**config.mk**
```make
export PLATFORM = sky130hd
export DESIGN_NAME = fxp_mult_pipe
export DESIGN_NICKNAME = d
export VERILOG_FILES = /design/src/rtl/fxp_pkg.sv /design/src/rtl/fxp_rescale.sv /design/src/rtl/fxp_mult_pipe.sv
export SDC_FILE = /design/constraint.sdc
export NUM_CORES = 1
export LEC_CHECK = 0
export CORE_MARGIN = 10
export CORE_UTILIZATION = 24
export DETAILED_ROUTE_END_ITERATION = 10
export GPL_TIMING_DRIVEN = 1
export PLACE_DENSITY = 0.48
export SLEW_MARGIN = 20
export SYNTH_ARGS = -nofsm -noshare
export SYNTH_HDL_FRONTEND = slang
export SYNTH_SLANG_ARGS = --single-unit
```
**constraint.sdc**
```tcl
create_clock -name clk -period 6.75 [get_ports clk]
set_input_delay 1.35 -clock clk [delete_from_list [all_inputs] [get_ports clk]]
set_output_delay 1.35 -clock clk [all_outputs]
set_load 0.05 [all_outputs]
```
**src/rtl/fxp_pkg.sv**
```systemverilog
// Shared constants and the saturate/wrap helper for the fixed-point multiplier family.
package fxp_pkg;

  localparam int ROUND_TRUNC   = 0;
  localparam int ROUND_HALF_UP = 1;

  // Widest supported operand; the helper works at this width and callers slice down.
  localparam int MAX_W = 32;
  localparam int SW    = 2 * MAX_W + 1;

  typedef struct packed {
    logic             ovf;
    logic [MAX_W-1:0] val;
  } sat_t;

  // Range-checks v against a dw-bit signed result and either clamps or keeps the low bits.
  function automatic sat_t sat_wrap(input logic signed [SW-1:0] v,
                                    input int unsigned dw,
                                    input logic sat);
    logic signed [SW-1:0] hi;
    logic signed [SW-1:0] lo;
    sat_t r;
    hi    = (SW'(1) << (dw - 1)) - SW'(1);
    lo    = ~hi;
    r.ovf = (v > hi) || (v < lo);
    if (r.ovf && sat) r.val = v[SW-1] ? lo[MAX_W-1:0] : hi[MAX_W-1:0];
    else              r.val = v[MAX_W-1:0];
    return r;
  endfunction

endpackage

```
**src/rtl/fxp_rescale.sv**
```systemverilog
// One lane of Q-format rescaling: optional half-up rounding, arithmetic shift, overflow clamp.
module fxp_rescale
  import fxp_pkg::*;
#(
  parameter int DATA_WIDTH = 16,
  parameter int FRAC_WIDTH = 14,
  parameter int ROUND      = ROUND_HALF_UP,
  parameter int SAT        = 1
) (
  input  logic signed [2*DATA_WIDTH-1:0] prod,
  output logic        [DATA_WIDTH-1:0]   res,
  output logic                           ovf
);

  // One extra bit so the rounding add on the most positive product cannot overflow.
  localparam int IW     = 2 * DATA_WIDTH + 1;
  localparam int RSH    = (FRAC_WIDTH > 0) ? FRAC_WIDTH - 1 : 0;
  localparam bit DO_RND = (ROUND == ROUND_HALF_UP) && (FRAC_WIDTH > 0);
  localparam logic signed [IW-1:0] HALF = DO_RND ? (IW'(1) << RSH) : '0;

  logic signed [IW-1:0] ext;
  logic signed [IW-1:0] rnd_sum;
  logic signed [IW-1:0] shf;
  sat_t                 sr;
  logic                 unused_bits;

  // NOTE: every output of a combinational block is assigned on every path, so no latch is inferred.
  always_comb begin
    ext     = IW'(prod);
    rnd_sum = ext + HALF;
    shf     = rnd_sum >>> FRAC_WIDTH;
    sr      = sat_wrap(SW'(shf), DATA_WIDTH, SAT != 0);
    res     = sr.val[DATA_WIDTH-1:0];
    ovf     = sr.ovf;
  end

  // Upper helper bits beyond DATA_WIDTH are don't-care.
  assign unused_bits = ^sr.val;

endmodule

```
**src/rtl/fxp_mult_pipe.sv**
```systemverilog
// Multi-lane pipelined signed fixed-point multiplier with rescale, saturation and overflow count.
(* keep_hierarchy = "yes" *)
module fxp_mult_pipe
  import fxp_pkg::*;
#(
  parameter int DATA_WIDTH  = 16,
  parameter int FRAC_WIDTH  = 14,
  parameter int LANES       = 1,
  parameter int PIPE_STAGES = 3,
  parameter int ROUND       = ROUND_HALF_UP,
  parameter int SAT         = 1,
  parameter int CNT_WIDTH   = 16
) (
  input  logic                        clk,
  input  logic                        rst,
  input  logic                        ce,
  input  logic                        in_valid,
  input  logic [LANES*DATA_WIDTH-1:0] a,
  input  logic [LANES*DATA_WIDTH-1:0] b,
  input  logic                        clr_cnt,
  output logic                        out_valid,
  output logic [LANES*DATA_WIDTH-1:0] p,
  output logic [LANES-1:0]            ovf,
  output logic [CNT_WIDTH-1:0]        ovf_count
);

  localparam int DW = DATA_WIDTH;
  localparam int PW = LANES * DATA_WIDTH;

  logic [PW-1:0]          a_r;
  logic [PW-1:0]          b_r;
  logic                   v1;
  logic signed [2*DW-1:0] prod_r [LANES];
  logic                   v2;

  logic [DW-1:0]          res_c [LANES];
  logic [LANES-1:0]       ovf_c;
  logic [PW-1:0]          p3_c;

  // Stage 3 onward; index PIPE_STAGES is the output register.
  logic [PW-1:0]          p_d   [3:PIPE_STAGES];
  logic [LANES-1:0]       ovf_d [3:PIPE_STAGES];
  logic                   v_d   [3:PIPE_STAGES];
  logic [CNT_WIDTH-1:0]   cnt;

  for (genvar i = 0; i < LANES; i++) begin : g_lane
    fxp_rescale #(
      .DATA_WIDTH(DATA_WIDTH),
      .FRAC_WIDTH(FRAC_WIDTH),
      .ROUND     (ROUND),
      .SAT       (SAT)
    ) u_rescale (
      .prod(prod_r[i]),
      .res (res_c[i]),
      .ovf (ovf_c[i])
    );
  end

  always_comb begin
    p3_c = '0;
    for (int i = 0; i < LANES; i++) p3_c[i*DW +: DW] = res_c[i];
  end

  // NOTE: sequential state uses non-blocking assignments so every stage reads last cycle's value.
  always_ff @(posedge clk) begin
    if (!rst) begin
      a_r <= '0;
      b_r <= '0;
      v1  <= 1'b0;
      v2  <= 1'b0;
      for (int i = 0; i < LANES; i++) prod_r[i] <= '0;
      for (int k = 3; k <= PIPE_STAGES; k++) begin
        p_d[k]   <= '0;
        ovf_d[k] <= '0;
        v_d[k]   <= 1'b0;
      end
      cnt <= '0;
    end else begin
      if (ce) begin
        a_r <= a;
        b_r <= b;
        v1  <= in_valid;
        for (int i = 0; i < LANES; i++)
          prod_r[i] <= (2*DW)'($signed(a_r[i*DW +: DW])) * (2*DW)'($signed(b_r[i*DW +: DW]));
        v2       <= v1;
        p_d[3]   <= p3_c;
        ovf_d[3] <= ovf_c;
        v_d[3]   <= v2;
        for (int k = 4; k <= PIPE_STAGES; k++) begin
          p_d[k]   <= p_d[k-1];
          ovf_d[k] <= ovf_d[k-1];
          v_d[k]   <= v_d[k-1];
        end
      end
      // Counts as the overflowing beat enters stage 3, so it leads out_valid on deeper pipes.
      if (clr_cnt)                              cnt <= '0;
      else if (ce && v2 && |ovf_c && cnt != '1) cnt <= cnt + 1'b1;
    end
  end

  assign p         = p_d[PIPE_STAGES];
  assign ovf       = ovf_d[PIPE_STAGES];
  assign out_valid = v_d[PIPE_STAGES];
  assign ovf_count = cnt;

endmodule

```
### Word level (Yosys, flattened, before mapping)

Memory sizes are Yosys's and may differ from the RTL's.
Cells that the tools add are included.

| storage, ports and cells | value |
|---|---|
| register bits after elaboration | 50 |
| latch bits | 0 |
| RAM bits | 50 |
| ROM bits | 0 |
| input bits | 37 |
| output and inout port bits | 34 |
| logic and storage cells | 36 |
| memories | 4 |

Memory list:

| name | depth | bits a word | rd ports | clocked after memory_dff | wr ports | line | RTL |
|---|---|---|---|---|---|---|---|
| prod_r | 1 | 32 | 1 | 0 | 1 | fxp_mult_pipe.sv:33 | `logic signed [2*DW-1:0] prod_r [LANES];` |
| p_d | 1 | 16 | 1 | 0 | 1 | fxp_mult_pipe.sv:41 | `logic [PW-1:0] p_d [3:PIPE_STAGES];` |
| ovf_d | 1 | 1 | 1 | 0 | 1 | fxp_mult_pipe.sv:42 | `logic [LANES-1:0] ovf_d [3:PIPE_STAGES];` |
| v_d | 1 | 1 | 1 | 0 | 1 | fxp_mult_pipe.sv:43 | `logic v_d [3:PIPE_STAGES];` |

| cells by class | value |
|---|---|
| add/subtract/negate cells | 2 |
| multipliers | 1 |
| divide/modulo/power cells | 0 |
| order comparisons | 2 |
| equal/unequal tests | 1 |
| shift-type cells | 0 |
| multiplexer cells | 11 |
| bitwise gates (word level) | 4 |
| reductions and logical operators | 6 |

Operator list:

| cell | number |
|---|---|
| $mux W16 | 3 |
| $add A32 B15 Y33 const B | 1 |
| $mul A16 B16 Y32 | 1 |
| $mux W32 | 1 |
| $reduce_or A32 Y1 | 1 |
| $gt A19 B16 Y1 const B | 1 |
| $lt A19 B16 Y1 const B | 1 |
| $add A16 B1 Y16 const B | 1 |
| $ne A16 B16 Y1 const B | 1 |
| $mux W1 | 7 |
| $logic_and A1 B1 Y1 | 3 |
| $or A1 B1 Y1 | 3 |
| $reduce_or A2 Y1 | 1 |
| $logic_or A1 B1 Y1 | 1 |
| $not A1 Y1 | 1 |

### Longest topological paths before layout

An unclocked memory read counts as a cell.

| logic depth | value |
|---|---|
| word-level depth | 6 |
| depth in mapped cells | 23 |
| gate-level depth less buffers | 21 |

### Modules after synthesis

From an unflattened synthesis, not the netlist that was laid out.

| unflattened totals | value |
|---|---|
| cell total of the unflattened synthesis | 1503 |
| area total of the unflattened synthesis | 14302.5 um^2 |

Modules (own cells, without submodules):

| module | instances | cells an instance | area each (um^2) | sequential area each (um^2) |
|---|---|---|---|---|
| fxp_mult_pipe | 1 | 1420 | 13719.4 | 2502.4 |
| fxp_rescale | 1 | 83 | 583.1 | 0.0 |

### Worst setup path before layout

Ideal clock, no wire load.

| timing | value |
|---|---|
| path type | register to register |
| from | register a_r[15] |
| to | memory prod_r[0][30] (netlist name) (data pin) |
| setup time | 272 ps |
| data arrival time | 5981 ps |
| required time | 6478 ps |
| path slack | 497 ps |
| cell stages (with the launch flop) | 19 |
| path buffers | 1 |
| period minus slack after synthesis | 6253 ps |
| cell sequence | dfxtp_1 > clkbuf_1 > nand2_1 > inv_1 > fa_1 > fa_1 > fa_1 > fa_1 > fa_1 > inv_1 > fa_1 > inv_1 > ha_1 > a21o_1 > a21oi_1 > o21ai_0 > a311o_1 > and3_1 > or4_1 |

| on the way | value |
|---|---|
| cells in the longest elaborated chain, start to end | 2 |

RTL lines:

| what | line | RTL |
|---|---|---|
| from (decl) | fxp_mult_pipe.sv:30 | `logic [PW-1:0] a_r;` |
| from (signal assigned) | fxp_mult_pipe.sv:67 | `a_r <= '0;` |
| from (signal assigned) | fxp_mult_pipe.sv:80 | `a_r <= a;` |
| $mul A16 B16 Y32 | fxp_mult_pipe.sv:84 | `prod_r[i] <= (2*DW)'($signed(a_r[i*DW +: DW])) * (2*DW)'($signed(b_r[i*DW +: DW]));` |
| $mux W32 (no line) | n/a |  |
| to (decl) | fxp_mult_pipe.sv:33 |  |

Every way passes these cells.

### Worst setup path in the final report

| timing | value |
|---|---|
| from | register a_r[5] |
| to | memory prod_r[0][27] (netlist name) (data pin) |

The elaborated chain is that of the path after synthesis.

==> results.json <==
{
  "status": "finished, final reports clean",
  "synth_area_sq_mm": 0.0137,
  "path_cells": "and2_1, fa_1, fa_1, fa_1, fa_1, fa_1, inv_1, fa_1, inv_1, ha_1, a21oi_1, o21a_1, o21ai_0, a221o_1, a41oi_1, buf_4, xor2_1, nor2_1",
  "ir_drop_uv": 131,
  "grt_pass1_vias": 10825,
  "tightest_slew_ps": 935,
  "wl_met2_microns": 16800,
  "vias": 9769,
  "postCtsHoldBufs": 0,
  "cts_tree": "built",
  "clock_path_buffers": 2,
  "io_pins": 71,
  "cpMostUsedCell": "fa_1",
  "r2r-start": "a_r[5]",
  "wl_per_cell_microns": 15.7,
  "r2r_setup_slack_ps": 210,
  "slew_headroom": 0.377,
  "wirelength_microns": 35900,
  "layout-drive-gt1-share": 0.0494,
  "cts_sinks": 87,
  "grtUsageTotal": 0.113,
  "final_nets": 1911,
  "p_leak_nw": 7.42,
  "portBuffers": 70,
  "first_pass_iters": 5,
  "synth_cells": 1472,
  "critPathLaunch": "a_r[5]",
  "clockRootBuffer": "clkbuf_16",
  "slew_violations": 0,
  "critical_path_peak_fanout": 13,
  "hold_class": "flop to flop",
  "cp_slowest_stage_delay_ps": 720,
  "die_area_sq_mm": 0.0672,
  "hold_viol_final": 0,
  "critPathKind": "flop to flop",
  "dp.cells": 2277,
  "cp_slowest_cell": "dfxtp_1",
  "final_common_cell": "inv_1",
  "cp_num_buf_inv": 3,
  "synthToLayoutAreaGrowth_pct": 14.5,
  "yosysSeqAreaShare": 0.154,
  "gp_congestion": 0.813,
  "grt_pass1_wl_microns": 61000,
  "numCtsBuffers": 9,
  "yosysTopAreaCell": "fa_1",
  "antenna_found_initial": 0,
  "post_synth_main_area_contributors": "fa_1 (38%), inv_1 (8.3%), edfxtp_1 (8.1%), ha_1 (7.4%), dfxtp_1 (7.3%)",
  "clk_latency_ps": 370,
  "critPathTopFamily": "adder cells",
  "holdPathStages": 2,
  "wl_met1_microns": 17500,
  "num_rows": 87,
  "cp.required_ps": 6860,
  "setup_viol": 0,
  "grt_max_degree": 41,
  "ys_ff_latch": 87,
  "cts.reportedPaths.clkPinSlew_ps": 70,
  "cp.arrival_ps": 6650,
  "ys.flop_type": "dfxtp_1",
  "startpoint_type": "flop",
  "cts_resized": 0,
  "dr.max_layer_used": "met4",
  "drv_cap": 0,
  "finalSetupTns_ps": 0,
  "fin_crit_sh": 0.969,
  "route.met3.wl_microns": 779,
  "async_flop_share": 0,
  "syn_avg_cell_area_sq_um": 9.34,
  "n_antenna_cell": 0,
  "start_util": 0.243,
  "drt_iter0_drc": 407,
  "power_density_mw_per_mm2": 147,
  "syn_nets": 1851,
  "drc": 0,
  "reg2reg_depth": 18,
  "yosys_warnings": 0,
  "fin_skew_ps": 13.3,
  "die_h_microns": 259,
  "multiInputGateArea_sq_mm": 0.0103,
  "layout_common_cells": "inv_1 (304), fa_1 (261), nand2_1 (149)",
  "htreeDepth": 3,
  "yosysUniqueCellTypes": 60,
  "rsz0062_at_grt": "false",
  "postRouteAntennaNets": 0,
  "cp.depth": 18,
  "crit_path_end_kind": "flop",
  "worstReg2RegEnd": "prod_r[0][27]",
  "grt_overflow": 0,
  "core_area_sq_mm": 0.0565,
  "instances_no_fill": 2293,
  "yosys.area.top_type_share": 0.380,
  "seq_area_sq_mm": 0.00212,
  "post-cts-setup-buffers": 0,
  "fp.dieW_microns": 259,
  "synth_edf_count": 37,
  "via_per_inst": 4.26,
  "n_fill_cell": 5931,
  "min_from": "ovf_count[5]",
  "dp_hpwl_microns": 30000,
  "fmax_mhz": 153,
  "min_delay_worst_endpoint": "ovf_count[5]",
  "finalCriticalPeriod_ps": 6540
}
report_power, final:
part	leakage, nW	switching (mW)	internal, mW
clock	0.139	0.253	0.257
combinational	6.46	0.692	0.428
sequential	0.820	0.0748	0.611
total	7.42	1.02	1.30
layout make-up:
cell class,instances,share of cell area
Multi-Input combinational cell,1020,0.651
Inverter,304,0.0725
Tap cell,756,0.0601
Sequential cell,87,0.135
Clock buffer,9,0.0143
Clock inverter,7,0.00374
Timing Repair Buffer,110,0.0633
synth_stat cells (3+ instances only):
| library cell | count |
|---|---|
| inv_1 | 304 |
| fa_1 | 261 |
| nand2_1 | 149 |
| and2_1 | 125 |
| ha_1 | 81 |
| nor2_1 | 61 |
| clkbuf_1 | 52 |
| a21oi_1 | 50 |
| dfxtp_1 | 50 |
| mux2i_1 | 40 |
| edfxtp_1 | 37 |
| nor2b_1 | 37 |
| nand3_1 | 23 |
| xnor2_1 | 20 |
| o21ai_0 | 18 |
| nand4_1 | 15 |
| xor2_1 | 14 |
| nand2b_1 | 13 |
| a21o_1 | 12 |
| and3_1 | 10 |
| nor3_1 | 10 |
| o31ai_1 | 8 |
| or4_1 | 7 |
| o21a_1 | 6 |
| or3_1 | 5 |
| buf_1 | 4 |
| nor4_1 | 4 |
| o211ai_1 | 4 |
| o21bai_1 | 4 |
| o31a_1 | 4 |
| a211oi_1 | 3 |
| and4_1 | 3 |
| buf_4 | 3 |
| o211a_1 | 3 |
worst max-delay path by stage:
| stage | end | slack, ps |
|---|---|---|
| final | prod_r[0][27] | 210 |
| after global routing | prod_r[0][27] | 9 |
| after CTS | prod_r[0][27] | 130 |
| after detailed placement | prod_r[0][27] | 180 |
| after global placement | prod_r[0][27] | 130 |
| after floorplan | prod_r[0][30] | 500 |
worst register-to-register path, cell delays in order (launching register included):
cell     delay, ps
dfxtp_1        720
and2_1         250
fa_1           420
fa_1           520
fa_1           560
fa_1           590
fa_1           570
inv_1           60
fa_1           540
inv_1           40
ha_1           410
a21oi_1        170
o21a_1         170
o21ai_0        110
a221o_1        390
a41oi_1        330
buf_4          210
xor2_1         150
nor2_1          70
metal layers:
layer	up-vias	global-route usage
met3	35	0.0103
met1	4936	0.156
met2	146	0.182
met4	0	0.0357
met5	-	0
li1	4652	-
cells by family (layout without fill, tap and decap cells):
logic type               count (synthesis)  in the layout  synth area share
multiplexers                            40             40            0.0291
flip-flops                              87             87             0.154
adder cells (fa/ha/maj)                342            342             0.454
AND/OR/NAND/NOR                        477            477             0.182
buffers and inverters                  365            430             0.101
XOR/XNOR                                34             34            0.0217
AO/OA/AOI/OAI                          127            127            0.0594
sequential cells by signal, summed over array words and instances, names as in the netlist:
register   cells
a_r           16
ovf_d          1
b_r           16
prod_r        19
v_d            1
p_d           16
ovf_count     16
v1             1
v2             1
metrics by stage:
stage	cell area (sq um)	hold WS, ps	utilization	power, mW	setup WS [ps]
global route	15700	521	0.279	2.50	9.13
floorplan	13700	482	-	1.45	497
finish	15700	478	0.279	2.32	211
detailed placement	15400	475	0.273	1.80	183
global placement	15400	468	0.273	1.82	129
CTS	15700	487	0.278	2.35	126
(Power assumes the default switching activity.)
